File: src/rtl/rainbow_pkg.sv
// Shared constants, hue colour table and helpers for the rainbow breathing LED driver.
package rainbow_pkg;

  localparam int HUE_COUNT = 6;

  // Breathing direction of the shared brightness envelope.
  typedef enum logic {
    DIR_UP   = 1'b0,
    DIR_DOWN = 1'b1
  } dir_t;

  // RGB on-mask for a hue index, bit 2 = red, bit 1 = green, bit 0 = blue.
  function automatic logic [2:0] hue_mask(input int unsigned idx);
    logic [2:0] mask;
    case (idx)
      0:       mask = 3'b100;
      1:       mask = 3'b110;
      2:       mask = 3'b010;
      3:       mask = 3'b011;
      4:       mask = 3'b001;
      5:       mask = 3'b101;
      default: mask = 3'b000;
    endcase
    return mask;
  endfunction

  // Bits needed to hold values 0..value-1 (0 for value <= 1).
  function automatic int clog2(input int value);
    int r;
    r = 0;
    for (int i = 0; i < 31; i++) begin
      if ((1 << i) < value) r = i + 1;
    end
    return r;
  endfunction

endpackage

File: src/rtl/rainbow_breathing_pwm_multi_btn_debounce.sv
// One button bit: 2-FF synchroniser, stability counter, one-cycle pulse on a
// debounced rising edge.
module btn_debounce
  import rainbow_pkg::*;
#(
  parameter int DEBOUNCE_CYCLES = 4
) (
  input  logic clk,
  input  logic rst_n,
  input  logic btn,
  output logic pulse
);

  localparam int CW = clog2(DEBOUNCE_CYCLES + 1);

  logic          sync1;
  logic          sync2;
  logic          stable;
  logic [CW-1:0] cnt;

  // Synchronise, count consecutive disagreeing cycles, accept the new level
  // once it has persisted long enough and flag a rising edge for one cycle.
  always_ff @(posedge clk) begin
    if (!rst_n) begin
      sync1  <= 1'b0;
      sync2  <= 1'b0;
      stable <= 1'b0;
      cnt    <= '0;
      pulse  <= 1'b0;
    end else begin
      sync1 <= btn;
      sync2 <= sync1;
      pulse <= 1'b0;
      if (sync2 != stable) begin
        if (cnt == CW'(DEBOUNCE_CYCLES - 1)) begin
          stable <= sync2;
          cnt    <= '0;
          pulse  <= sync2;
        end else begin
          cnt <= cnt + 1'b1;
        end
      end else begin
        cnt <= '0;
      end
    end
  end

endmodule

File: src/rtl/rainbow_breathing_pwm_multi.sv
// Multi-channel rainbow breathing PWM: shared envelope, per-channel hue offset,
// debounced speed buttons with one-hot speed display.
module rainbow_breathing_pwm_multi
  import rainbow_pkg::*;
#(
  parameter int NUM_CH          = 2,
  parameter int PWM_BITS        = 8,
  parameter int NUM_SPEEDS      = 4,
  parameter int RESET_SPEED     = 2,
  parameter int DEBOUNCE_CYCLES = 4,
  parameter int WRAP            = 0,
  parameter int HUE_OFFSET      = 2
) (
  input  logic                  clk,
  input  logic                  rst_n,
  input  logic [1:0]            btn,
  output logic [NUM_SPEEDS-1:0] led_mode,
  output logic [NUM_CH-1:0]     led_r,
  output logic [NUM_CH-1:0]     led_g,
  output logic [NUM_CH-1:0]     led_b
);

  localparam int LW = (NUM_SPEEDS > 1) ? clog2(NUM_SPEEDS) : 1;
  localparam logic [PWM_BITS-1:0] PWM_MAX = '1;

  logic                  up_pulse;
  logic                  dn_pulse;
  logic [LW-1:0]         level;
  logic [LW-1:0]         level_nxt;
  logic                  level_chg;
  logic [PWM_BITS-1:0]   pwm_cnt;
  logic [PWM_BITS-1:0]   brightness;
  dir_t                  dir;
  logic [2:0]            hue;
  logic [NUM_SPEEDS-1:0] step_cnt;
  logic [NUM_SPEEDS-1:0] step_max;
  logic                  tick;
  logic                  pwm_on;
  logic [NUM_CH-1:0]     r_nxt;
  logic [NUM_CH-1:0]     g_nxt;
  logic [NUM_CH-1:0]     b_nxt;
  int unsigned           idx;
  logic [2:0]            mask;

  btn_debounce #(.DEBOUNCE_CYCLES(DEBOUNCE_CYCLES)) u_up (
    .clk   (clk),
    .rst_n (rst_n),
    .btn   (btn[0]),
    .pulse (up_pulse)
  );

  btn_debounce #(.DEBOUNCE_CYCLES(DEBOUNCE_CYCLES)) u_dn (
    .clk   (clk),
    .rst_n (rst_n),
    .btn   (btn[1]),
    .pulse (dn_pulse)
  );

  // Next speed level from the button pulses; simultaneous pulses cancel.
  always_comb begin
    level_nxt = level;
    if (up_pulse && !dn_pulse) begin
      if (level == LW'(NUM_SPEEDS - 1)) level_nxt = (WRAP != 0) ? '0 : level;
      else                              level_nxt = level + 1'b1;
    end else if (dn_pulse && !up_pulse) begin
      if (level == '0) level_nxt = (WRAP != 0) ? LW'(NUM_SPEEDS - 1) : level;
      else             level_nxt = level - 1'b1;
    end
  end

  assign level_chg = (level_nxt != level);
  assign led_mode  = NUM_SPEEDS'(1) << level;
  assign tick      = (pwm_cnt == PWM_MAX);
  assign pwm_on    = (pwm_cnt < brightness);

  // Periods per brightness step: slower levels wait exponentially longer.
  always_comb begin
    step_max = NUM_SPEEDS'((1 << (NUM_SPEEDS - 1 - int'(level))) - 1);
  end

  // Speed level, PWM counter and step counter.
  always_ff @(posedge clk) begin
    if (!rst_n) begin
      level    <= LW'(RESET_SPEED);
      pwm_cnt  <= '0;
      step_cnt <= '0;
    end else begin
      level   <= level_nxt;
      pwm_cnt <= pwm_cnt + 1'b1;
      if (level_chg) begin
        step_cnt <= '0;
      end else if (tick) begin
        step_cnt <= (step_cnt == step_max) ? '0 : step_cnt + 1'b1;
      end
    end
  end

  // Triangle envelope: the step that reaches an end holds the value and
  // flips direction; completing a full breath advances the hue.
  always_ff @(posedge clk) begin
    if (!rst_n) begin
      brightness <= '0;
      dir        <= DIR_UP;
      hue        <= '0;
    end else if (!level_chg && tick && (step_cnt == step_max)) begin
      if (dir == DIR_UP) begin
        if (brightness == PWM_MAX) dir <= DIR_DOWN;
        else                       brightness <= brightness + 1'b1;
      end else begin
        if (brightness == '0) begin
          dir <= DIR_UP;
          hue <= (hue == 3'(HUE_COUNT - 1)) ? 3'd0 : hue + 3'd1;
        end else begin
          brightness <= brightness - 1'b1;
        end
      end
    end
  end

  // Per-channel colour: hue rotated by the channel offset, gated by the PWM compare.
  always_comb begin
    r_nxt = '0;
    g_nxt = '0;
    b_nxt = '0;
    idx   = 0;
    mask  = '0;
    for (int c = 0; c < NUM_CH; c++) begin
      idx      = (int'(hue) + c * HUE_OFFSET) % HUE_COUNT;
      mask     = hue_mask(idx);
      r_nxt[c] = mask[2] & pwm_on;
      g_nxt[c] = mask[1] & pwm_on;
      b_nxt[c] = mask[0] & pwm_on;
    end
  end

  // Registered LED pins, one clock behind the PWM counter.
  always_ff @(posedge clk) begin
    if (!rst_n) begin
      led_r <= '0;
      led_g <= '0;
      led_b <= '0;
    end else begin
      led_r <= r_nxt;
      led_g <= g_nxt;
      led_b <= b_nxt;
    end
  end

endmodule

File: config.mk
export PLATFORM = sky130hd
export DESIGN_NAME = rainbow_breathing_pwm_multi
export DESIGN_NICKNAME = d
export VERILOG_FILES = /design/src/rtl/rainbow_pkg.sv /design/src/rtl/rainbow_breathing_pwm_multi_btn_debounce.sv /design/src/rtl/rainbow_breathing_pwm_multi.sv
export SDC_FILE = /design/constraint.sdc
export NUM_CORES = 1
export LEC_CHECK = 0
export CAP_MARGIN = 0
export CORE_UTILIZATION = 55
export DETAILED_ROUTE_END_ITERATION = 16
export HOLD_SLACK_MARGIN = 0.02
export PLACE_DENSITY = 0.74
export SYNTH_ARGS = -nofsm -noshare
export SYNTH_HDL_FRONTEND = slang
export SYNTH_SLANG_ARGS = --single-unit
File: constraint.sdc
create_clock -name clk -period 3.1 [get_ports clk]
set_clock_uncertainty 0.05 [all_clocks]
set_input_delay 0.31 -clock clk [delete_from_list [all_inputs] [get_ports clk]]
set_output_delay 0.31 -clock clk [all_outputs]
set_load 0.01 [all_outputs]
==> impl_metrics.csv, run 1 <==
group,metric,value,unit
status,status,"finished clean",
finish,layout-drive-gt1-share,5.52,%
run,max-cap-violations,0,
floorplanning,std_cell_rows,24,
finish,fin_area,2780,um^2
logic_synthesis,synth_cell_types,47,
logic_synthesis,syn_area_per_cell,8.60,um^2
clocking,cts_sinks,46,
logic_synthesis,netlist_area,2520,um^2
sta,max_freq,468,MHz
finish,layout_common_cells,"dfxtp_1, nor2_1, ha_1",
sta,slew_violations,0,
routing,ant_nets,0,
clocking,clk_latency,0.29,ns
pwr,ir_drop,0.252,mV
routing,wl,4310,um
finish,area_delta_synth_final,10.3,%
logic_synthesis,ys_top_cells_by_area,"dfxtp_1, ha_1, nor2_1",
clocking,root_buffer,"clkbuf_8",
routing,firstDrtPassIters,4,
sta,final-setup-viol-count,0,
floorplanning,design.core.area,4380,um^2
logic_synthesis,synth-seq-cells,46,
logic_synthesis,synthArstFlopShare,0,%
worst_setup_path,cp_max_fo,12,
floorplanning,ios,14,
clocking,post_cts_buffers,0,
global_route,first_global_vias,1775,
routing,routedWlPerCell,12.0,um
routing,num_vias,1929,
global_route,grt_max_degree,17,
pwr,powerDensity,357,nW/um^2
finish,layout_commonest_cell,"dfxtp_1",
sta,fin_ws,0.964,ns
worst_setup_path,arrival,2.29,ns
placed_design,place_ws,0.981,ns
finish,final_nets,339,
worst_setup_path,end_kind,"register",
sta,hold_viol,0,
logic_synthesis,synth_top_area_share,36.5,%
clocking,cts.htree.levels,2,
logic_synthesis,synth_edf_count,0,
floorplanning,initial_core_util,57.5,%
clocking,clkTransAtPathRegs,0.08,ns
floorplanning,die_w,69.7,um
floorplanning,die_h,69.7,um
placed_design,dp_hpwl,3330,um
logic_synthesis,dominantRegCellSynth,"dfxtp_1",
placed_design,numPortBuffers,13,
sta,slew_headroom,59.4,%
routing,drtIter0Drc,86,
pwr,p_leak,1.07,nW
sta,whs,0.386,ns
finish,num_antenna_cells,0,
logic_synthesis,netlist_instances,293,
logic_synthesis,seq_area_frac_synth,36.5,%
sta,rsz0062_at_grt,"no",
worst_setup_path,critPathRequiredTime,3.25,ns
sta,min_period,2.14,ns
worst_setup_path,critPathKind,"reg2reg",
sta,tightest_slew,0.606,ns
logic_synthesis,yosys_warnings,0,
clocking,cts_max_path_buffers,2,
global_route,track_usage,19.7,%
worst_hold_path,hp-class,"reg2reg",
worst_setup_path,cp-start-kind,"register",
global_route,grt_overflow,0,
global_route,grt_pass1_wl,7680,um
clocking,cts_tree,"built",
sta,tns,0,ns
clocking,cts_resized,0,
clocking,cts_buffers,5,
routing,drc_errors,0,
logic_synthesis,syn_nets,324,
sta,finalCritPeriodShare,68.9,%
logic_synthesis,yosys.area.top_type,"dfxtp_1",
routing,vias_per_cell,5.36,
placed_design,gp_congestion,0.832,
global_route,antenna_found_initial,0,
finish,fillers,396,
floorplanning,dieArea,4860,um^2
placed_design,place_area,2700,um^2
clocking,ctsHoldBuffers,0,
metrics by stage:
step | power (mW) | util (%) | cells
after CTS | 1.00 | 63.4 | 360
after global routing | 1.04 | 63.4 | 360
after global placement | 0.663 | 61.6 | 353
after floorplan | 0.645 | - | 293
after detailed placement | 0.664 | 61.6 | 353
final | 0.993 | 63.4 | 360
path summary, 6_finish.rpt:
kind	slack, ns	cells after the start	endpoint	start
worst max-delay path	0.96	8	led_r[1]	hue[1]
worst min-delay path	0.39	1	u_up.cnt[0]	u_up.cnt[0]
worst max register to register	0.96	8	led_r[1]	hue[1]
worst min register to register	0.39	1	u_up.cnt[0]	u_up.cnt[0]
worst max-delay path, stage by stage, from the launching register on:
cell	delay, ns
dfxtp_1	0.58
inv_1	0.21
ha_1	0.28
inv_1	0.08
ha_1	0.24
nand2_1	0.07
o21ai_0	0.22
a21oi_1	0.10
nor4_1	0.22
registers in the layout (all words and copies together) (netlist names), 2 cells and up:
register,cells
u_up.cnt,3
led_b,2
led_r,2
level,2
pwm_cnt,8
brightness,8
led_g,2
step_cnt,4
u_dn.cnt,3
hue,3
report_power, final:
| part | internal [mW] | switching [mW] | total, mW |
|---|---|---|---|
| combinational | 0.0205 | 0.0238 | 0.0443 |
| clock | 0.155 | 0.188 | 0.343 |
| sequential | 0.599 | 0.00619 | 0.606 |
| total | 0.775 | 0.218 | 0.993 |
per-layer routing:
metal / global-route usage, % / vias to the layer above / routed length (um) / share of wire (%)
met3: 5.09 / 6 / 141 / 3.3
li1: - / 1025 / - / -
met4: 8.00 / 0 / 44 / 1.0
met1: 24.1 / 867 / 2100 / 49
met2: 32.9 / 31 / 2030 / 47
met5: 0 / - / 0 / 0
cell type report:
class / instances / area, um^2 / area share (%)
multi-input combinational: 215 / 1480 / 53.1
inverter: 25 / 93.8 / 3.38
tap: 52 / 65.1 / 2.34
clock inverter: 1 / 7.51 / 0.270
sequential: 46 / 921 / 33.1
clock buffer: 6 / 72.6 / 2.61
timing repair buffer: 15 / 145 / 5.22
cell families (layout without fill, tap and decap cells):
logic type	count (synthesis)	after routing	share of synthesized area (%)
multiplexers	5	5	1.99
buffers and inverters	32	47	4.92
flip-flops	46	46	36.5
XOR/XNOR	20	20	6.95
AND/OR/NAND/NOR	113	113	22.9
AO/OA/AOI/OAI	50	50	13.0
adder cells (fa/ha/maj)	27	27	13.7
Yosys cell counts (6+ instances only):
cell,instances
nor3_1,6
ha_1,26
nand3_1,12
nor2_1,36
xnor2_1,11
o21ai_0,16
nand2_1,23
xor2_1,9
a21oi_1,16
nor2b_1,6
dfxtp_1,46
inv_1,24
(Power assumes the default switching activity.)
==> inputs of run 2 (changes only) <==
Settings changed: CORE_UTILIZATION 55 to 53, PLACE_DENSITY 0.74 to 0.75.
Clock period 3.1 ns to 1.8 ns, I/O delays scaled along.
==> impl_metrics.csv, run 2 (same netlist as run 1, synthesis figures left out) <==
group,metric,value,unit
routing,firstDrtPassIters,10,
finish,final_util,71.7,%
floorplanning,std_cell_rows,24,
finish,layout-drive-gt1-share,24.8,%
worst_setup_path,cp_max_fo,6,
clocking,cts_sinks,46,
clocking,cts_tree,"built",
routing,routedWlPerCell,13.8,um
global_route,track_usage,20.4,%
floorplanning,initial_core_util,56.3,%
clocking,ctsHoldBuffers,0,
sta,whs,0.373,ns
worst_setup_path,reg2reg_slack,-0.09,ns
sta,max_freq,528,MHz
routing,drc_errors,0,
status,violations,"setup timing",
placed_design,numPortBuffers,13,
pwr,p_sw_share,22.0,%
floorplanning,die_w,71.0,um
run,max-cap-violations,0,
sta,rsz0062_at_grt,"yes",
sta,min_period,1.89,ns
global_route,antenna_found_initial,0,
routing,num_vias,2105,
worst_setup_path,critPathRequiredTime,1.98,ns
pwr,ir_drop,0.362,mV
routing,ant_nets,0,
pwr,p_clk_share,37.8,%
floorplanning,ios,14,
finish,area_delta_synth_final,27.3,%
finish,final_nets,361,
clocking,root_buffer,"clkbuf_8",
placed_design,dp_cells,372,
worst_setup_path,critPathKind,"reg2reg",
pwr,p_leak,1.22,nW
global_route,grt_max_degree,16,
finish,stdcell_count,383,
global_route,grt_pass1_wl,8040,um
worst_hold_path,min_to,"u_up.cnt[0]",
sta,hold_viol,0,
worst_hold_path,min_from,"u_up.cnt[0]",
sta,tightest_slew,0.473,ns
sta,slew_headroom,68.2,%
pwr,power_frac_comb,5.7,%
floorplanning,dieArea,5030,um^2
clocking,cts_max_path_buffers,2,
floorplanning,design.core.area,4470,um^2
clocking,clk_latency,0.30,ns
sta,tns,-0.175,ns
global_route,grt_overflow,0,
worst_setup_path,reg2reg_to,"brightness[7]",
worst_setup_path,cp-start-kind,"register",
sta,fin_ws,-0.0938,ns
sta,slew_violations,0,
finish,layout_common_cells,"nor2_1, dfxtp_1, nand2_1, buf_4, inv_1",
worst_hold_path,hp-class,"reg2reg",
worst_hold_path,hold_path_depth,1,
clocking,cts.htree.levels,2,
worst_setup_path,r2r_start,"dir",
global_route,first_global_vias,1852,
pwr,power,1.84,mW
placed_design,place_ws,-0.0828,ns
floorplanning,die_h,71.0,um
worst_setup_path,r2r_cells,7,
clocking,cts_buffers,5,
clocking,clkTransAtPathRegs,0.08,ns
finish,reg_top3,"brightness x8, pwm_cnt x8, step_cnt x4",
status,status,"complete, but fails checks",
routing,wl,5270,um
sta,final-setup-viol-count,5,
worst_setup_path,end_kind,"register",
sta,finalCritPeriodShare,105,%
finish,num_antenna_cells,0,
pwr,switching_power,405,uW
pwr,powerDensity,574,nW/um^2
worst_setup_path,arrival,2.07,ns
pwr,p_int,1.43,mW
finish,fin_area,3210,um^2
routing,vias_per_cell,5.50,
placed_design,gp_congestion,0.841,
pwr,p_seq_share,56.5,%
placed_design,dp_hpwl,3530,um
routing,drtIter0Drc,78,
placed_design,place_area,2850,um^2
[run 2: worst max-delay path, cell delays in order, from the launching register on]
cell	delay, ns
dfxtp_4	0.43
ha_4	0.22
a21oi_2	0.14
o211ai_1	0.14
o41ai_2	0.37
xnor2_1	0.21
nand3_1	0.13
a21oi_1	0.15
[run 2: worst max path at each step]
| stage | startpoint | to | slack, ns | cells after the start |
|---|---|---|---|---|
| after global routing | dir | brightness[7] | -0.18 | 7 |
| final | dir | brightness[7] | -0.09 | 7 |
| after detailed placement | brightness[1] | led_r[0] | -0.08 | 7 |
| after CTS | brightness[1] | led_r[0] | 0.0002 | 7 |
| after floorplan | hue[1] | led_r[1] | -0.01 | 9 |
| after global placement | brightness[1] | led_r[0] | -0.02 | 7 |
[run 2: per-layer routing]
layer	part of all wire [%]	up-vias	wire, um	GRT usage (%)
met4	3.2	0	171	8.67
li1	-	1079	-	-
met5	0	-	0	0
met2	50	41	2630	33.4
met1	43	971	2290	25.6
met3	3.4	14	178	4.99
[run 2: power by group through the flow]
stage | clock network [mW] | registers, mW | logic [mW]
after floorplan | 0 | 1.07 | 0.0444
after global placement | 0 | 1.07 | 0.0835
after detailed placement | 0 | 1.07 | 0.0844
after CTS | 0.715 | 1.04 | 0.0877
after global routing | 0.764 | 1.04 | 0.117
final | 0.695 | 1.04 | 0.106
[run 2: layout make-up]
type	instances	area (um^2)
sequential	46	940
multi-input combinational	217	1710
inverter	25	93.8
timing repair buffer	35	298
clock buffer	7	96.3
clock inverter	1	8.76
tap	52	65.1
fill	335	1270
[run 2: repair_timing]
| item | CTS | global route |
|---|---|---|
| pin swaps | 1 | 19 |
| setup endpoints to repair | 8 | 23 |
| gates resized for setup | 5 | 51 |
| cloned | 0 | 2 |
| setup buffers | 0 | 1 |
==> inputs of run 3 (changes only) <==
Settings changed: ABC_AREA set to 1, CORE_UTILIZATION 53 to 54, PLACE_DENSITY 0.75 to 0.76.
==> impl_metrics.csv, run 3 <==
group,metric,value,unit
status,status,"finished clean",
routing,ant_nets,0,
routing,drc_errors,0,
logic_synthesis,dominantRegCellSynth,"dfxtp_1",
finish,area_delta_synth_final,17.3,%
logic_synthesis,ys_top_cells_by_area,"dfxtp_1, nand2_1, ha_1",
routing,drtIter0Drc,160,
floorplanning,die_w,72.4,um
worst_setup_path,worstPathCellList,"buf_4 > ha_1 > inv_1 > nor2_1 > nand3_1 > nand4_1 > nand2_1 > and2_4 > nor2_1 > nor2_1 > nor2_1",
clocking,cts_sinks,46,
clocking,cts_max_path_buffers,2,
placed_design,dp_cells,466,
clocking,cts_tree,"built",
logic_synthesis,yosys.area_share.xor_xnor,4.58,%
logic_synthesis,syn_area_per_cell,7.13,um^2
clocking,clkTransAtPathRegs,0.08,ns
global_route,grt_overflow,0,
worst_setup_path,reg2reg_to,"led_b[1]",
clocking,clk_latency,0.30,ns
logic_synthesis,synth_commonest_cells,"nand2_1, inv_1, dfxtp_1",
sta,tns,0,ns
pwr,p_leak,1.45,nW
logic_synthesis,synthArstFlopShare,0,%
global_route,grt_max_degree,16,
logic_synthesis,netlist_area,2680,um^2
worst_hold_path,hold_path_depth,3,
logic_synthesis,synth-compound-area-share,9.03,%
sta,final-setup-viol-count,0,
logic_synthesis,netlist_instances,375,
worst_hold_path,min_to,"u_up.sync1",
sta,max_freq,597,MHz
clocking,root_buffer,"clkbuf_8",
logic_synthesis,seq_area_frac_synth,34.4,%
sta,slew_headroom,80.1,%
sta,slew_violations,0,
worst_setup_path,r2r_start,"hue[1]",
logic_synthesis,synth_top_area_share,34.4,%
logic_synthesis,synth_cell_types,30,
global_route,first_global_vias,2188,
placed_design,numPortBuffers,13,
global_route,track_usage,22.0,%
logic_synthesis,synthAdderAreaFrac,12.9,%
worst_setup_path,crit_path_max_incr_delay,0.32,ns
routing,num_vias,2383,
global_route,grt_pass1_wl,9070,um
clocking,cts.htree.levels,2,
finish,num_antenna_cells,0,
worst_setup_path,cpLargestDelayFamily,"simple AND/OR/NAND/NOR gates",
sta,hold_viol,0,
sta,min_period,1.68,ns
worst_hold_path,hp-class,"in2reg",
floorplanning,die_h,72.4,um
logic_synthesis,synthMuxAreaShare,0,%
floorplanning,ios,14,
sta,whs,0.364,ns
finish,reg_top3,"brightness x8, pwm_cnt x8, step_cnt x4",
logic_synthesis,syn_nets,406,
worst_setup_path,cpMostUsedCell,"nor2_1",
logic_synthesis,yosys_warnings,0,
floorplanning,initial_core_util,56.3,%
finish,layout-drive-gt1-share,12.5,%
worst_hold_path,min_from,"btn[0]",
clocking,ctsHoldBuffers,0,
logic_synthesis,yosys.area_share.simple,30.0,%
global_route,antenna_found_initial,0,
floorplanning,std_cell_rows,25,
placed_design,dp_hpwl,4020,um
pwr,powerDensity,547,nW/um^2
floorplanning,dieArea,5240,um^2
logic_synthesis,synth_top_family_by_area,"simple AND/OR/NAND/NOR gates",
logic_synthesis,yosys.area.top_type,"dfxtp_1",
finish,layout_common_cells,"nand2_1, inv_1, dfxtp_1",
floorplanning,design.core.area,4750,um^2
routing,routedWlPerCell,11.1,um
worst_setup_path,slowest_stage,"dfxtp_1",
worst_setup_path,cp_max_fo,8,
sta,rsz0062_at_grt,"yes",
run,max-cap-violations,0,
finish,stdcell_count,476,
worst_setup_path,critPathKind,"reg2reg",
worst_setup_path,r2r_cells,11,
worst_setup_path,cp-start-kind,"register",
worst_setup_path,arrival,1.82,ns
finish,final_nets,440,
logic_synthesis,synth-seq-cells,46,
worst_setup_path,end_kind,"register",
worst_setup_path,reg2reg_slack,0.12,ns
routing,vias_per_cell,5.01,
routing,firstDrtPassIters,5,
worst_setup_path,critPathRequiredTime,1.95,ns
placed_design,gp_congestion,0.828,
sta,finalCritPeriodShare,93.1,%
finish,layout_commonest_cell,"nand2_1",
routing,wl,5300,um
worst_setup_path,path_buf_inv,2,
sta,tightest_slew,0.296,ns
clocking,cts_buffers,5,
pwr,ir_drop,0.498,mV
logic_synthesis,synth_edf_count,0,
logic_synthesis,yosysMostFrequentCell,"nand2_1",
run 3: cell count changes after synthesis, moves of 4 or more:
| cell | delta |
|---|---|
| nand2_1 | +73 |
| inv_1 | +33 |
| nand4_1 | +15 |
| a21oi_1 | +9 |
| xnor2_1 | -8 |
| nor2b_1 | -6 |
| o21ai_0 | -6 |
| mux2i_1 | -5 |
| nor4_1 | -5 |
| and2_1 | -4 |
run 3: cell type report:
class / instances / area, um^2
Clock inverter: 1 / 7.51
Clock buffer: 6 / 72.6
Sequential cell: 46 / 927
Inverter: 61 / 229
Multi-Input combinational cell: 265 / 1560
Tap cell: 67 / 83.8
Fill cell: 443 / 1620
Timing Repair Buffer: 30 / 258
run 3: what timing repair did:
action                     4_1_cts  5_1_grt
gates resized for setup          1       16
pin swaps                        0        4
gates cloned                     0        0
setup endpoints to repair        3       11
setup buffers                    0        3
run 3: through the flow:
step / power [mW] / utilization, % / cell area (um^2) / setup WS [ns]
after floorplan: 1.11 / - / 2680 / 0.0531
after global placement: 1.15 / 62.7 / 2980 / 0.0573
after detailed placement: 1.15 / 62.7 / 2980 / -0.0590
after global routing: 1.80 / 66.0 / 3140 / -0.0350
final: 1.71 / 66.0 / 3140 / 0.124
after CTS: 1.74 / 64.4 / 3060 / 0.0281
run 3: tightest hold or removal path: cells and delay by family:
family | cells | cell delay, ns
AND/OR/NAND/NOR | 1 | 0.06
buffers and inverters | 2 | 0.42
run 3: kinds of logic (layout without fill, tap and decap cells):
group	after synthesis	after routing
simple gates	179	179
flops	46	46
xor+xnor	14	14
fa+ha+maj	27	27
compound gates	45	45
buf+inv	64	98
run 3: how the worst max path moves through the flow:
| stage | start | end | slack, ns | cells after the start |
|---|---|---|---|---|
| floorplan | hue[1] | led_b[1] | 0.05 | 10 |
| global placement | hue[2] | led_b[1] | 0.06 | 11 |
| detailed placement | hue[2] | led_b[1] | -0.06 | 11 |
| CTS | hue[2] | led_b[1] | 0.03 | 11 |
| global route | hue[1] | led_b[1] | -0.04 | 11 |
| finish | hue[1] | led_b[1] | 0.12 | 11 |
run 3: metal layers:
layer  routed length [um]  global-route usage, %
met3                  149                   4.44
met2                 2510                   36.6
met4                   89                   8.93
met5                    0                      0
met1                 2550                   28.0
run 3: where the power goes:
part | leakage (nW) | switching [mW] | internal [mW]
clock | 0.0373 | 0.325 | 0.266
sequential | 0.373 | 0.00804 | 1.03
combinational | 1.04 | 0.0459 | 0.0385
total | 1.45 | 0.379 | 1.34
